## config.mk

```make
export PLATFORM = sky130hd
export DESIGN_NAME = run_ctrl
export DESIGN_NICKNAME = d
export VERILOG_FILES = /design/src/rtl/run_ctrl_pkg.sv /design/src/rtl/run_ctrl_sat_counter.sv /design/src/rtl/run_ctrl.sv
export SDC_FILE = /design/constraint.sdc
export NUM_CORES = 1
export LEC_CHECK = 0
export ABC_AREA = 1
export ABC_CLOCK_PERIOD_IN_PS = 2200
export CORE_ASPECT_RATIO = 1.75
export CORE_MARGIN = 2
export CORE_UTILIZATION = 32
export DETAILED_ROUTE_END_ITERATION = 12
export GPL_ROUTABILITY_DRIVEN = 0
export PLACE_DENSITY = 0.55
export SLEW_MARGIN = 20
export SYNTH_ARGS = -nofsm -noshare
export SYNTH_HDL_FRONTEND = slang
export SYNTH_SLANG_ARGS = --single-unit
```

## constraint.sdc

```tcl
create_clock -name clk -period 2.2 [get_ports clk]
set_input_delay 0.33 -clock clk [delete_from_list [all_inputs] [get_ports clk]]
set_output_delay 0.33 -clock clk [all_outputs]
set_load 0.02 [all_outputs]
```

## src/rtl/run_ctrl_pkg.sv

```systemverilog
// -----------------------------------------------------------------------------
// run_ctrl_pkg
// Shared definitions for the run controller: FSM state encoding and the
// MIPS syscall instruction encoding used by the optional syscall halt.
// -----------------------------------------------------------------------------
package run_ctrl_pkg;

   typedef enum logic [1:0] {
      HOLD = 2'd0,   // core held in reset
      RUN  = 2'd1,   // core executing
      DONE = 2'd2,   // program ended normally (terminal)
      TOUT = 2'd3    // watchdog expired (terminal)
   } state_t;

   localparam logic [31:0] SYSCALL_ENC = 32'h0000000C;

endpackage

```

## src/rtl/run_ctrl_sat_counter.sv

```systemverilog
// -----------------------------------------------------------------------------
// sat_counter
// Up-counter with enable and synchronous clear that sticks at all-ones
// instead of wrapping.
// Ports:
//   i_clk  clock
//   i_clr  synchronous clear (dominates i_en)
//   i_en   count enable
//   o_cnt  current count (registered)
// -----------------------------------------------------------------------------
module sat_counter #(
   parameter int W = 32
) (
   input  logic         i_clk,
   input  logic         i_clr,
   input  logic         i_en,
   output logic [W-1:0] o_cnt
);

   logic [W-1:0] r_cnt;

   always_ff @(posedge i_clk) begin
      if (i_clr)
         r_cnt <= '0;
      else if (i_en && (r_cnt != {W{1'b1}}))
         r_cnt <= r_cnt + 1'b1;
   end

   assign o_cnt = r_cnt;

endmodule

```

## src/rtl/run_ctrl.sv

```systemverilog
// -----------------------------------------------------------------------------
// run_ctrl
// Run controller for the pipelined MIPS core: holds the core in reset for
// RST_CYCLES after system reset, then runs it while counting cycles and
// retirements, and stops it on a jump-to-self loop (HALT_REPEAT consecutive
// retirements at one PC) or when the watchdog (MAX_CYCLES, 0 = off) expires.
// Optional build macro RUN_CTRL_SYSCALL_HALT_EN: a retired syscall
// (ret_instr == 32'h0000000C) also ends the run.
// Ports:
//   clk, reset          clock, synchronous active-high reset
//   ret_valid/pc/instr  retirement report from the writeback stage
//   cpu_reset           reset to the core
//   cpu_stall           freezes the core after the run ends
//   running/done/timeout  status (done/timeout sticky until reset)
//   cycle_cnt           RUN cycles, saturating
//   retire_cnt          retired instructions, saturating
// -----------------------------------------------------------------------------
module run_ctrl
   import run_ctrl_pkg::*;
#(
   parameter int RST_CYCLES  = 4,
   parameter int HALT_REPEAT = 3,
   parameter int MAX_CYCLES  = 100000,
   parameter int CNT_W       = 32
) (
   input  logic             clk,
   input  logic             reset,
   input  logic             ret_valid,
   input  logic [31:0]      ret_pc,
   input  logic [31:0]      ret_instr,
   output logic             cpu_reset,
   output logic             cpu_stall,
   output logic             running,
   output logic             done,
   output logic             timeout,
   output logic [CNT_W-1:0] cycle_cnt,
   output logic [CNT_W-1:0] retire_cnt
);

   localparam logic [7:0]       HOLD_LAST = 8'(RST_CYCLES - 1);
   // same_cnt counts repeats after the first hit, so the final match
   // arrives while it holds HALT_REPEAT-2.
   localparam logic [3:0]       SAME_LAST = 4'(HALT_REPEAT - 2);
   localparam logic [CNT_W-1:0] MAX_M1    = CNT_W'(MAX_CYCLES - 1);

   state_t      r_state, w_next;
   logic [7:0]  r_hold_cnt;
   logic [3:0]  r_same_cnt;
   logic [31:0] r_last_pc;
   logic        r_last_vld;

   logic        r_cpu_reset, r_cpu_stall, r_running, r_done, r_timeout;

   logic [CNT_W-1:0] w_cycle_cnt, w_retire_cnt;
   logic        w_ret, w_match, w_loop_halt, w_sys_halt, w_wdog;

   assign w_ret       = (r_state == RUN) && ret_valid;
   assign w_match     = r_last_vld && (ret_pc == r_last_pc);
   assign w_loop_halt = w_ret && w_match && (r_same_cnt == SAME_LAST);
   assign w_wdog      = (MAX_CYCLES != 0) && (w_cycle_cnt == MAX_M1);

`ifdef RUN_CTRL_SYSCALL_HALT_EN
   assign w_sys_halt  = w_ret && (ret_instr == SYSCALL_ENC);
`else
   logic w_unused_instr;
   assign w_unused_instr = ^ret_instr;
   assign w_sys_halt     = 1'b0;
`endif

   // next state; a halt in the same cycle as the watchdog wins
   always_comb begin
      w_next = r_state;
      case (r_state)
         HOLD:    if (r_hold_cnt == HOLD_LAST) w_next = RUN;
         RUN: begin
            if (w_loop_halt || w_sys_halt) w_next = DONE;
            else if (w_wdog)               w_next = TOUT;
         end
         default: w_next = r_state;   // DONE/TOUT are terminal
      endcase
   end

   always_ff @(posedge clk) begin
      if (reset) begin
         r_state    <= HOLD;
         r_hold_cnt <= '0;
         r_same_cnt <= '0;
         r_last_pc  <= '0;
         r_last_vld <= 1'b0;
      end else begin
         r_state <= w_next;
         if (r_state == HOLD)
            r_hold_cnt <= r_hold_cnt + 8'd1;
         if (w_ret) begin
            if (w_match) begin
               r_same_cnt <= r_same_cnt + 4'd1;
            end else begin
               r_same_cnt <= '0;
               r_last_pc  <= ret_pc;
               r_last_vld <= 1'b1;
            end
         end
      end
   end

   // status outputs registered from the next state so they line up with it
   always_ff @(posedge clk) begin
      if (reset) begin
         r_cpu_reset <= 1'b1;
         r_cpu_stall <= 1'b0;
         r_running   <= 1'b0;
         r_done      <= 1'b0;
         r_timeout   <= 1'b0;
      end else begin
         r_cpu_reset <= (w_next == HOLD);
         r_cpu_stall <= (w_next == DONE) || (w_next == TOUT);
         r_running   <= (w_next == RUN);
         r_done      <= (w_next == DONE);
         r_timeout   <= (w_next == TOUT);
      end
   end

   // counters only advance in RUN, so they freeze once the run ends
   sat_counter #(.W(CNT_W)) u_cycle_cnt (
      .i_clk (clk),
      .i_clr (reset),
      .i_en  (r_state == RUN),
      .o_cnt (w_cycle_cnt)
   );

   sat_counter #(.W(CNT_W)) u_retire_cnt (
      .i_clk (clk),
      .i_clr (reset),
      .i_en  (w_ret),
      .o_cnt (w_retire_cnt)
   );

   assign cpu_reset  = r_cpu_reset;
   assign cpu_stall  = r_cpu_stall;
   assign running    = r_running;
   assign done       = r_done;
   assign timeout    = r_timeout;
   assign cycle_cnt  = w_cycle_cnt;
   assign retire_cnt = w_retire_cnt;

endmodule

```

==> impl_results.html, run 1 <==
<table>
<tr><th>Metric</th><th>Value</th></tr>
<tr><th colspan="2">Run status</th></tr>
<tr><td>Outcome</td><td>complete, no violations</td></tr>
<tr><th colspan="2">Setup path</th></tr>
<tr><td>Start-to-end type of the worst setup path</td><td>flop to flop</td></tr>
<tr><td>Origin of the worst setup path</td><td>u_cycle_cnt.o_cnt[0]$_SDFFE_PP0P_</td></tr>
<tr><td>Required time of the critical path</td><td>2.47 ns</td></tr>
<tr><td>Critical path capture point type</td><td>flop</td></tr>
<tr><td>Startpoint Class</td><td>flop</td></tr>
<tr><td>Start of the worst register-to-register path</td><td>u_cycle_cnt.o_cnt[0]$_SDFFE_PP0P_</td></tr>
<tr><td>Biggest fanout along the worst timing path</td><td>21</td></tr>
<tr><td>Critical path arrival</td><td>2.22 ns</td></tr>
<tr><th colspan="2">STA</th></tr>
<tr><td>Top achievable clock speed</td><td>0.512 GHz</td></tr>
<tr><td>Min Hold Slack</td><td>0.324 ns</td></tr>
<tr><td>RSZ-0062 raised after global routing</td><td>false</td></tr>
<tr><td>Post-Route Skew</td><td>0.00792 ns</td></tr>
<tr><td>Final Max Tran Viols</td><td>0</td></tr>
<tr><td>Endpoints failing hold</td><td>0</td></tr>
<tr><td>Time the final worst path needs with I/O delays and setup</td><td>about 2.0 ns</td></tr>
<tr><td>Actual transition at the worst max-transition pin</td><td>0.876 ns</td></tr>
<tr><td>Final sum of negative setup slack</td><td>0 ns</td></tr>
<tr><td>Count of endpoints failing setup in the final report</td><td>0</td></tr>
<tr><td>Period utilisation layout</td><td>88.8%</td></tr>
<tr><td>Worst slew margin relative to its limit</td><td>a little over 40%</td></tr>
<tr><th colspan="2">Synthesis</th></tr>
<tr><td>Cell count after synthesis</td><td>between 900 and 1000</td></tr>
<tr><td>Top post-synthesis cells by area</td><td>dfxtp_1 (36%), nand2_1 (14%), nor2_1 (11%), inv_1 (7.2%), a21oi_1 (4.1%)</td></tr>
<tr><td>Dominant cell type by area after synthesis</td><td>dfxtp_1</td></tr>
<tr><td>Flip-flop cell with the highest count after synthesis</td><td>dfxtp_1</td></tr>
<tr><td>Proportion of netlist area held by the largest area contributor</td><td>about 36%</td></tr>
<tr><td>Most frequent cell after synthesis</td><td>nand2_1</td></tr>
<tr><td>Register bit total from synthesis</td><td>about 120</td></tr>
<tr><td>Unique masters post-synth</td><td>34</td></tr>
<tr><td>Ranking of synthesized cells by instance count</td><td>nand2_1 (248), nor2_1 (184), inv_1 (124)</td></tr>
<tr><td>Post-synth EDFFs</td><td>0</td></tr>
<tr><td>Cell area after synthesis</td><td>0.00643 mm^2</td></tr>
<tr><td>Count of yosys warnings during synthesis</td><td>0</td></tr>
<tr><td>Sequential element share of the synthesized area</td><td>36.1%</td></tr>
<tr><td>Average cell area after synthesis</td><td>6.49 um^2</td></tr>
<tr><td>Share of flip-flops with an asynchronous set or reset</td><td>0%</td></tr>
<tr><td>Number of nets produced by synthesis</td><td>roughly 1100</td></tr>
<tr><th colspan="2">Global routing</th></tr>
<tr><td>Combined global-route utilization of all metal layers</td><td>~19%</td></tr>
<tr><td>Vias in the first global route</td><td>about 6400</td></tr>
<tr><td>Global-route wire length before repair</td><td>roughly 31000 um</td></tr>
<tr><td>Pin count of the biggest net entering global routing</td><td>81</td></tr>
<tr><td>Antenna violations before repair</td><td>0</td></tr>
<tr><td>Global route total overflow</td><td>0</td></tr>
<tr><th colspan="2">Drt</th></tr>
<tr><td>Final ANT Viol Nets</td><td>0</td></tr>
<tr><td>Detailed-route DRC error count</td><td>0</td></tr>
<tr><td>Drt first-iter violations</td><td>353</td></tr>
<tr><td>Total wire length</td><td>between 15000 and 20000 um</td></tr>
<tr><td>Overall via count from detail_route</td><td>about 6500</td></tr>
<tr><td>Drt via density</td><td>4.66</td></tr>
<tr><td>Average wire per standard cell</td><td>13.7 um</td></tr>
<tr><td>DRT Pass-1 Iters</td><td>5</td></tr>
<tr><th colspan="2">Flow run</th></tr>
<tr><td>Max-cap violations</td><td>0</td></tr>
<tr><th colspan="2">Cells and area</th></tr>
<tr><td>Cell area after layout</td><td>0.00866 mm^2</td></tr>
<tr><td>Fraction of layout instances using a drive strength above 1</td><td>about a tenth</td></tr>
<tr><td>Filler cells</td><td>2091</td></tr>
<tr><td>Register Area</td><td>0.00232 mm^2</td></tr>
<tr><td>Synth-to-layout area growth</td><td>34.5%</td></tr>
<tr><td>Post-layout net count</td><td>approximately 1200</td></tr>
<tr><td>Area of the multi-input gates</td><td>about 0.0035 mm^2</td></tr>
<tr><td>ANT cells</td><td>0</td></tr>
<tr><th colspan="2">Placed design</th></tr>
<tr><td>Instance area at placement</td><td>roughly 0.008 mm^2</td></tr>
<tr><td>Number of input and output port buffers inserted</td><td>just over 100</td></tr>
<tr><td>Hpwl dp</td><td>approximately 15000 um</td></tr>
<tr><th colspan="2">Clock tree</th></tr>
<tr><td>Number of buffers added by the clock tree synthesis step</td><td>17</td></tr>
<tr><td>Buffer cell driving the clock tree root</td><td>clkbuf_16</td></tr>
<tr><td>Reg clk slew, reported paths</td><td>roughly 0.05 ns</td></tr>
<tr><td>Num Clock Sinks</td><td>116</td></tr>
<tr><td>H-Tree Depth</td><td>4</td></tr>
<tr><td>Clock Path Buffers</td><td>2</td></tr>
<tr><td>Hold_buf cts</td><td>0</td></tr>
<tr><td>Post-CTS setup buffer count</td><td>0</td></tr>
<tr><td>Clock tree from TritonCTS</td><td>done</td></tr>
<tr><td>Quantity of gates resized following cts</td><td>0</td></tr>
<tr><td>Latest clock arrival within the worst-skew pair</td><td>approximately 0.42 ns</td></tr>
<tr><th colspan="2">Power</th></tr>
<tr><td>Leakage power</td><td>around 3.3 nW</td></tr>
<tr><td>IR Drop Worst-Case VDD</td><td>~0.00050 V</td></tr>
<tr><td>Power per cell area</td><td>659 mW/mm^2</td></tr>
<tr><th colspan="2">Floorplanning</th></tr>
<tr><td>Row cnt</td><td>roughly 70</td></tr>
<tr><td>Core box area</td><td>0.0197 mm^2</td></tr>
<tr><td>Count of pins on the block boundary</td><td>~140</td></tr>
<tr><td>Y dimension of the die</td><td>between 150 and 200 um</td></tr>
<tr><td>Floorplan die width</td><td>between 100 and 150 um</td></tr>
<tr><td>Die area</td><td>approximately 0.021 mm^2</td></tr>
<tr><td>Initial standard-cell utilization of the core</td><td>roughly 33%</td></tr>
<tr><th colspan="2">Worst hold path</th></tr>
<tr><td>Worst Hold Launch</td><td>reset</td></tr>
<tr><td>Class of the most critical hold timing path</td><td>primary input to flop</td></tr>
</table>
per-layer routing:
metal	up-vias	share of wire, %	track usage [%]
li1	3429	-	-
met1	2885	39	18.8
met2	146	52	34.8
met3	46	4.5	4.45
met4	0	4.2	9.88
met5	-	0	0
cell families (layout without fill, tap and decap cells):
logic type      after synthesis  after routing  synth area share (%)
compound gates              121            121                  10.8
buf+inv                     154            313                  10.1
flops                       116            116                  36.1
xor+xnor                     36             36                  4.90
fa+ha+maj                     5              5                 0.972
simple gates                560            560                  37.2
where the power goes:
part           internal (W)  switching (W)  leakage (nW)  total [W]
combinational      0.000222       0.000281          2.04   0.000504
clock               0.00200       0.000997         0.308    0.00300
sequential          0.00216      0.0000383         0.936    0.00220
total               0.00439        0.00132          3.28    0.00570
stage by stage:
| step | instances | util (%) | power, W | setup slack (ns) |
|---|---|---|---|---|
| floorplan | 992 | - | 0.00256 | 0.442 |
| global placement | 1365 | 40.6 | 0.00275 | -0.0415 |
| detailed placement | 1365 | 40.6 | 0.00275 | -0.0642 |
| CTS | 1396 | 43.8 | 0.00579 | 0.169 |
| global route | 1396 | 43.9 | 0.00596 | 0.0422 |
| finish | 1396 | 43.9 | 0.00570 | 0.246 |
state kept, by name (all words and copies together) (netlist names):
| name | flops |
|---|---|
| r_state | 2 |
| running | 1 |
| done | 1 |
| r_last_vld | 1 |
| r_hold_cnt | 8 |
| cpu_stall | 1 |
| u_retire_cnt.o_cnt | 32 |
| r_same_cnt | 4 |
| r_last_pc | 32 |
| cpu_reset | 1 |
| u_cycle_cnt.o_cnt | 32 |
| timeout | 1 |
worst max-delay path: stages, from the launching register on:
cell	delay, ns
dfxtp_1	0.39
ha_1	0.19
nand2_1	0.09
nor2_2	0.13
nand2_1	0.13
nor2_4	0.16
nand2_1	0.10
nand2_4	0.18
buf_12	0.18
o21ai_0	0.08
nor3b_2	0.16
path summary, 6_finish.rpt:
kind / slack, ns / endpoint / cells after the start
hold / removal: 0.32 / cpu_reset$_SDFF_PP1_ / 3
hold reg to reg: 0.47 / r_last_vld$_SDFFE_PP0P_ / 2
setup / recovery: 0.25 / u_cycle_cnt.o_cnt[12]$_SDFFE_PP0P_ / 10
setup reg to reg: 0.25 / u_cycle_cnt.o_cnt[12]$_SDFFE_PP0P_ / 10
cell type report:
class                           instances  area share, %
Timing Repair Buffer                  155           16.7
Clock inverter                          9           1.73
Sequential cell                       116           26.8
Clock buffer                           22           5.59
Tap cell                              245           3.54
Inverter                              127           5.54
Multi-Input combinational cell        722           40.1
cells in the final DEF, fill, tap and decap left out, drive strengths merged:
| master | netlist | routed |
|---|---|---|
| dfxtp | 116 | 116 |
| xor2 | 26 | 26 |
| nor3b | 5 | 5 |
| nand2 | 253 | 253 |
| nor3 | 46 | 46 |
| clkbuf | 13 | 22 |
| clkdlybuf4s50 | 0 | 102 |
| nor2 | 189 | 189 |
| or2 | 2 | 2 |
| a31oi | 3 | 3 |
| nor2b | 1 | 1 |
| bufinv | 0 | 4 |
| nand3b | 3 | 3 |
| o21bai | 32 | 32 |
| inv | 127 | 127 |
| buf | 14 | 53 |
| clkinv | 0 | 3 |
| a211oi | 1 | 1 |
| nor4 | 4 | 4 |
| xnor2 | 10 | 10 |
| ha | 5 | 5 |
| clkinvlp | 0 | 2 |
| o21ai | 31 | 31 |
| a21oi | 53 | 53 |
| nand4 | 25 | 25 |
| nand3 | 32 | 32 |
| o22ai | 1 | 1 |
Note: power is estimated with default switching activity, not from simulation.
==> inputs of run 2 (changes only) <==
- HOLD_SLACK_MARGIN: not set -> 0.02
==> results of run 2 <==
The final DEF is identical to that of run 1; final timing and power are the same.
==> inputs of run 3 (changes only) <==
- ABC_AREA: 1 -> not set
==> impl_results.html, run 3 <==
<table>
<tr><th>Metric</th><th>Value</th></tr>
<tr><th colspan="2">Run status</th></tr>
<tr><td>Outcome</td><td>complete, no violations</td></tr>
<tr><th colspan="2">Floorplanning</th></tr>
<tr><td>Initial standard-cell utilization of the core</td><td>about a third</td></tr>
<tr><td>Count of pins on the block boundary</td><td>roughly 140</td></tr>
<tr><td>Die area</td><td>about 0.021 mm^2</td></tr>
<tr><td>Core box area</td><td>roughly 0.02 mm^2</td></tr>
<tr><td>Floorplan die width</td><td>111 um</td></tr>
<tr><td>Y dimension of the die</td><td>about 190 um</td></tr>
<tr><td>Row cnt</td><td>68</td></tr>
<tr><th colspan="2">STA</th></tr>
<tr><td>Final Max Tran Viols</td><td>0</td></tr>
<tr><td>Time the final worst path needs with I/O delays and setup</td><td>2.13 ns</td></tr>
<tr><td>RSZ-0062 raised after global routing</td><td>false</td></tr>
<tr><td>Post-Route Skew</td><td>approximately 0.007 ns</td></tr>
<tr><td>Actual transition at the worst max-transition pin</td><td>around 0.74 ns</td></tr>
<tr><td>Top achievable clock speed</td><td>about 0.47 GHz</td></tr>
<tr><td>Endpoints failing hold</td><td>0</td></tr>
<tr><td>Count of endpoints failing setup in the final report</td><td>0</td></tr>
<tr><td>Period utilisation layout</td><td>between 90% and 100%</td></tr>
<tr><td>Final setup margin</td><td>about 0.070 ns</td></tr>
<tr><td>Worst slew margin relative to its limit</td><td>about 51%</td></tr>
<tr><th colspan="2">Power</th></tr>
<tr><td>IR Drop Worst-Case VDD</td><td>approximately 0.00045 V</td></tr>
<tr><td>Overall power</td><td>0.00535 W</td></tr>
<tr><td>Leakage power</td><td>about 3.1 nW</td></tr>
<tr><td>Power per cell area</td><td>590 mW/mm^2</td></tr>
<tr><th colspan="2">Synthesis</th></tr>
<tr><td>Flip-flop cell with the highest count after synthesis</td><td>dfxtp_1</td></tr>
<tr><td>Cell area after synthesis</td><td>0.00644 mm^2</td></tr>
<tr><td>Portion of netlist area occupied by mux cells</td><td>about 1.6%</td></tr>
<tr><td>Main combinational cell family by area after synthesis</td><td>simple AND/OR/NAND/NOR gates</td></tr>
<tr><td>Area share of fa/ha/maj cells after synthesis</td><td>0.972%</td></tr>
<tr><td>Top post-synthesis cells by area</td><td>dfxtp_1 (36%), nand4_1 (5.9%), o21ai_0 (4.7%), nand3_1 (4.2%), nor2b_1 (4.0%)</td></tr>
<tr><td>Most frequent cell after synthesis</td><td>dfxtp_1</td></tr>
<tr><td>Number of nets produced by synthesis</td><td>~860</td></tr>
<tr><td>Cell count after synthesis</td><td>789</td></tr>
<tr><td>Count of yosys warnings during synthesis</td><td>0</td></tr>
<tr><td>Post-synth EDFFs</td><td>0</td></tr>
<tr><td>Share of flip-flops with an asynchronous set or reset</td><td>0%</td></tr>
<tr><td>Ranking of synthesized cells by instance count</td><td>dfxtp_1 (116), nand4_1 (61), o21ai_0 (60)</td></tr>
<tr><td>Dominant cell type by area after synthesis</td><td>dfxtp_1</td></tr>
<tr><td>Share of the synthesized area in compound gates (AO/OA/AOI/OAI)</td><td>between 10% and 20%</td></tr>
<tr><td>Sequential element share of the synthesized area</td><td>36.1%</td></tr>
<tr><td>Register bit total from synthesis</td><td>roughly 120</td></tr>
<tr><td>Unique masters post-synth</td><td>50</td></tr>
<tr><td>Average cell area after synthesis</td><td>just over 8 um^2</td></tr>
<tr><td>Synthesized-area fraction occupied by and/or/nand/nor cells</td><td>between 30% and 40%</td></tr>
<tr><td>Proportion of netlist area held by the largest area contributor</td><td>36.1%</td></tr>
<tr><td>Synth Area in XOR/XNOR</td><td>6.67%</td></tr>
<tr><th colspan="2">Cells and area</th></tr>
<tr><td>Filler cells</td><td>1984</td></tr>
<tr><td>Post-layout net count</td><td>approximately 1000</td></tr>
<tr><td>Area of the multi-input gates</td><td>a little under 0.004 mm^2</td></tr>
<tr><td>Highest-count cells in the layout ignoring fill and taps</td><td>buf_4 (105), clkdlybuf4s50_1 (102), dfxtp_1 (100), nand4_1 (61), o21ai_0 (60)</td></tr>
<tr><td>Cell area after layout</td><td>0.00907 mm^2</td></tr>
<tr><td>Fraction of layout instances using a drive strength above 1</td><td>a little under a fifth</td></tr>
<tr><td>Register Area</td><td>about 0.0024 mm^2</td></tr>
<tr><td>Synth-to-layout area growth</td><td>40.9%</td></tr>
<tr><td>Fin cells</td><td>approximately 1200</td></tr>
<tr><td>ANT cells</td><td>0</td></tr>
<tr><td>Leading cell type in the layout, fill and taps excluded</td><td>buf_4</td></tr>
<tr><th colspan="2">Drt</th></tr>
<tr><td>Met2 layer wire length in the routed design</td><td>10600 um</td></tr>
<tr><td>Final ANT Viol Nets</td><td>0</td></tr>
<tr><td>Drt via density</td><td>roughly 5.5</td></tr>
<tr><td>Drt first-iter violations</td><td>430</td></tr>
<tr><td>Average wire per standard cell</td><td>around 16 um</td></tr>
<tr><td>Detailed-route DRC error count</td><td>0</td></tr>
<tr><td>DRT Pass-1 Iters</td><td>5</td></tr>
<tr><td>Met3 wirelength from detailed routing</td><td>a little under 900 um</td></tr>
<tr><td>WL met1</td><td>~8000 um</td></tr>
<tr><td>Highest Signal Layer</td><td>met4</td></tr>
<tr><td>Overall via count from detail_route</td><td>6757</td></tr>
<tr><td>Total wire length</td><td>a little under 20000 um</td></tr>
<tr><th colspan="2">Placed design</th></tr>
<tr><td>Setup WS pre-CTS</td><td>-0.270 ns</td></tr>
<tr><td>Instance area at placement</td><td>about 0.0085 mm^2</td></tr>
<tr><td>Hpwl dp</td><td>approximately 14000 um</td></tr>
<tr><td>Number of input and output port buffers inserted</td><td>103</td></tr>
<tr><td>Number of cells after detailed placement</td><td>approximately 1200</td></tr>
<tr><th colspan="2">Clock tree</th></tr>
<tr><td>Latest clock arrival within the worst-skew pair</td><td>between 0.4 and 0.5 ns</td></tr>
<tr><td>Num Clock Sinks</td><td>around 120</td></tr>
<tr><td>Number of buffers added by the clock tree synthesis step</td><td>17</td></tr>
<tr><td>Clock Path Buffers</td><td>2</td></tr>
<tr><td>Reg clk slew, reported paths</td><td>around 0.050 ns</td></tr>
<tr><td>H-Tree Depth</td><td>4</td></tr>
<tr><td>Buffer cell driving the clock tree root</td><td>clkbuf_16</td></tr>
<tr><td>Clock tree from TritonCTS</td><td>done</td></tr>
<tr><td>Post-CTS setup buffer count</td><td>0</td></tr>
<tr><th colspan="2">Setup path</th></tr>
<tr><td>Cells along the critical path</td><td>nand2_1 &gt; or3_1 &gt; or3_4 &gt; nor4_1 &gt; mux2_2</td></tr>
<tr><td>Biggest fanout along the worst timing path</td><td>9</td></tr>
<tr><td>Slowest stage cell on the critical path</td><td>or3_4</td></tr>
<tr><td>Crit path depth</td><td>5</td></tr>
<tr><td>Delay of the slowest cell on the worst path</td><td>around 0.48 ns</td></tr>
<tr><td>Critical path arrival</td><td>between 2 and 2.5 ns</td></tr>
<tr><td>Family of cells with the greatest summed delay on the critical path</td><td>simple AND/OR/NAND/NOR gates</td></tr>
<tr><td>Startpoint Class</td><td>flop</td></tr>
<tr><td>Critical path capture point type</td><td>flop</td></tr>
<tr><td>Buffers &amp; Inverters on Critical Path</td><td>0</td></tr>
<tr><td>Worst reg-to-reg path cell count</td><td>5</td></tr>
<tr><td>Required time of the critical path</td><td>2.50 ns</td></tr>
<tr><td>Start-to-end type of the worst setup path</td><td>flop to flop</td></tr>
<tr><th colspan="2">Global routing</th></tr>
<tr><td>Pin count of the biggest net entering global routing</td><td>70</td></tr>
<tr><td>Global route total overflow</td><td>0</td></tr>
<tr><td>Combined global-route utilization of all metal layers</td><td>a little under a fifth</td></tr>
<tr><td>Antenna violations before repair</td><td>0</td></tr>
<tr><td>Global-route wire length before repair</td><td>~32000 um</td></tr>
<tr><td>Vias in the first global route</td><td>around 6500</td></tr>
<tr><th colspan="2">Worst hold path</th></tr>
<tr><td>Hold path depth</td><td>2</td></tr>
<tr><td>Class of the most critical hold timing path</td><td>primary input to flop</td></tr>
<tr><th colspan="2">Flow run</th></tr>
<tr><td>Max-cap violations</td><td>0</td></tr>
</table>
## run 3: final timing paths
kind              slack [ns]                                  to                         startpoint
setup / recovery        0.07  u_cycle_cnt.o_cnt[23]$_SDFFE_PP0P_  u_cycle_cnt.o_cnt[0]$_SDFFE_PP0P_
hold / removal          0.38          r_same_cnt[1]$_SDFFE_PP0P_                              reset
setup reg to reg        0.07  u_cycle_cnt.o_cnt[23]$_SDFFE_PP0P_  u_cycle_cnt.o_cnt[0]$_SDFFE_PP0P_
hold reg to reg         0.48             r_last_vld$_SDFFE_PP0P_            r_last_vld$_SDFFE_PP0P_
## run 3: logic make-up after synthesis
kind of cell | after synthesis
adder cells (fa/ha/maj) | 5
multiplexers | 9
buffers and inverters | 65
AO/OA/AOI/OAI | 176
AND/OR/NAND/NOR | 369
XOR/XNOR | 49
flip-flops | 116
## run 3: area by class of cell
| type | count | area share [%] |
|---|---|---|
| clock buffer | 25 | 5.13 |
| clock inverter | 7 | 0.882 |
| inverter | 9 | 0.372 |
| multi-input combinational | 608 | 43.1 |
| sequential | 116 | 26.1 |
| tap | 245 | 3.38 |
| timing repair buffer | 212 | 21.0 |
## run 3: where the power goes
group | leakage [nW] | switching [W] | internal [W]
registers | 0.947 | 0.0000419 | 0.00216
clock network | 0.263 | 0.000939 | 0.00168
logic | 1.91 | 0.000287 | 0.000247
total | 3.12 | 0.00127 | 0.00408
## run 3: per-stage QoR
stage	TNS [ns]	util (%)	hold slack, ns
6_report	0	46.0	0.383
2_1_floorplan	-0.224	-	0.440
5_1_grt	0	46.0	0.402
4_1_cts	0	45.9	0.372
3_3_place_gp	-10.23	43.1	0.451
3_5_place_dp	-10.41	43.1	0.464
## run 3: what timing repair did
action,in CTS,in global routing
endpoints found under the setup margin,0,4
endpoints found under the hold margin,0,0
hold buffers,0,0
resized for setup,0,3
## run 3: metal layers
metal	vias up	track usage, %
li1	3319	-
met1	3221	20.9
met2	187	34.6
met3	30	3.47
met4	0	6.89
met5	-	0
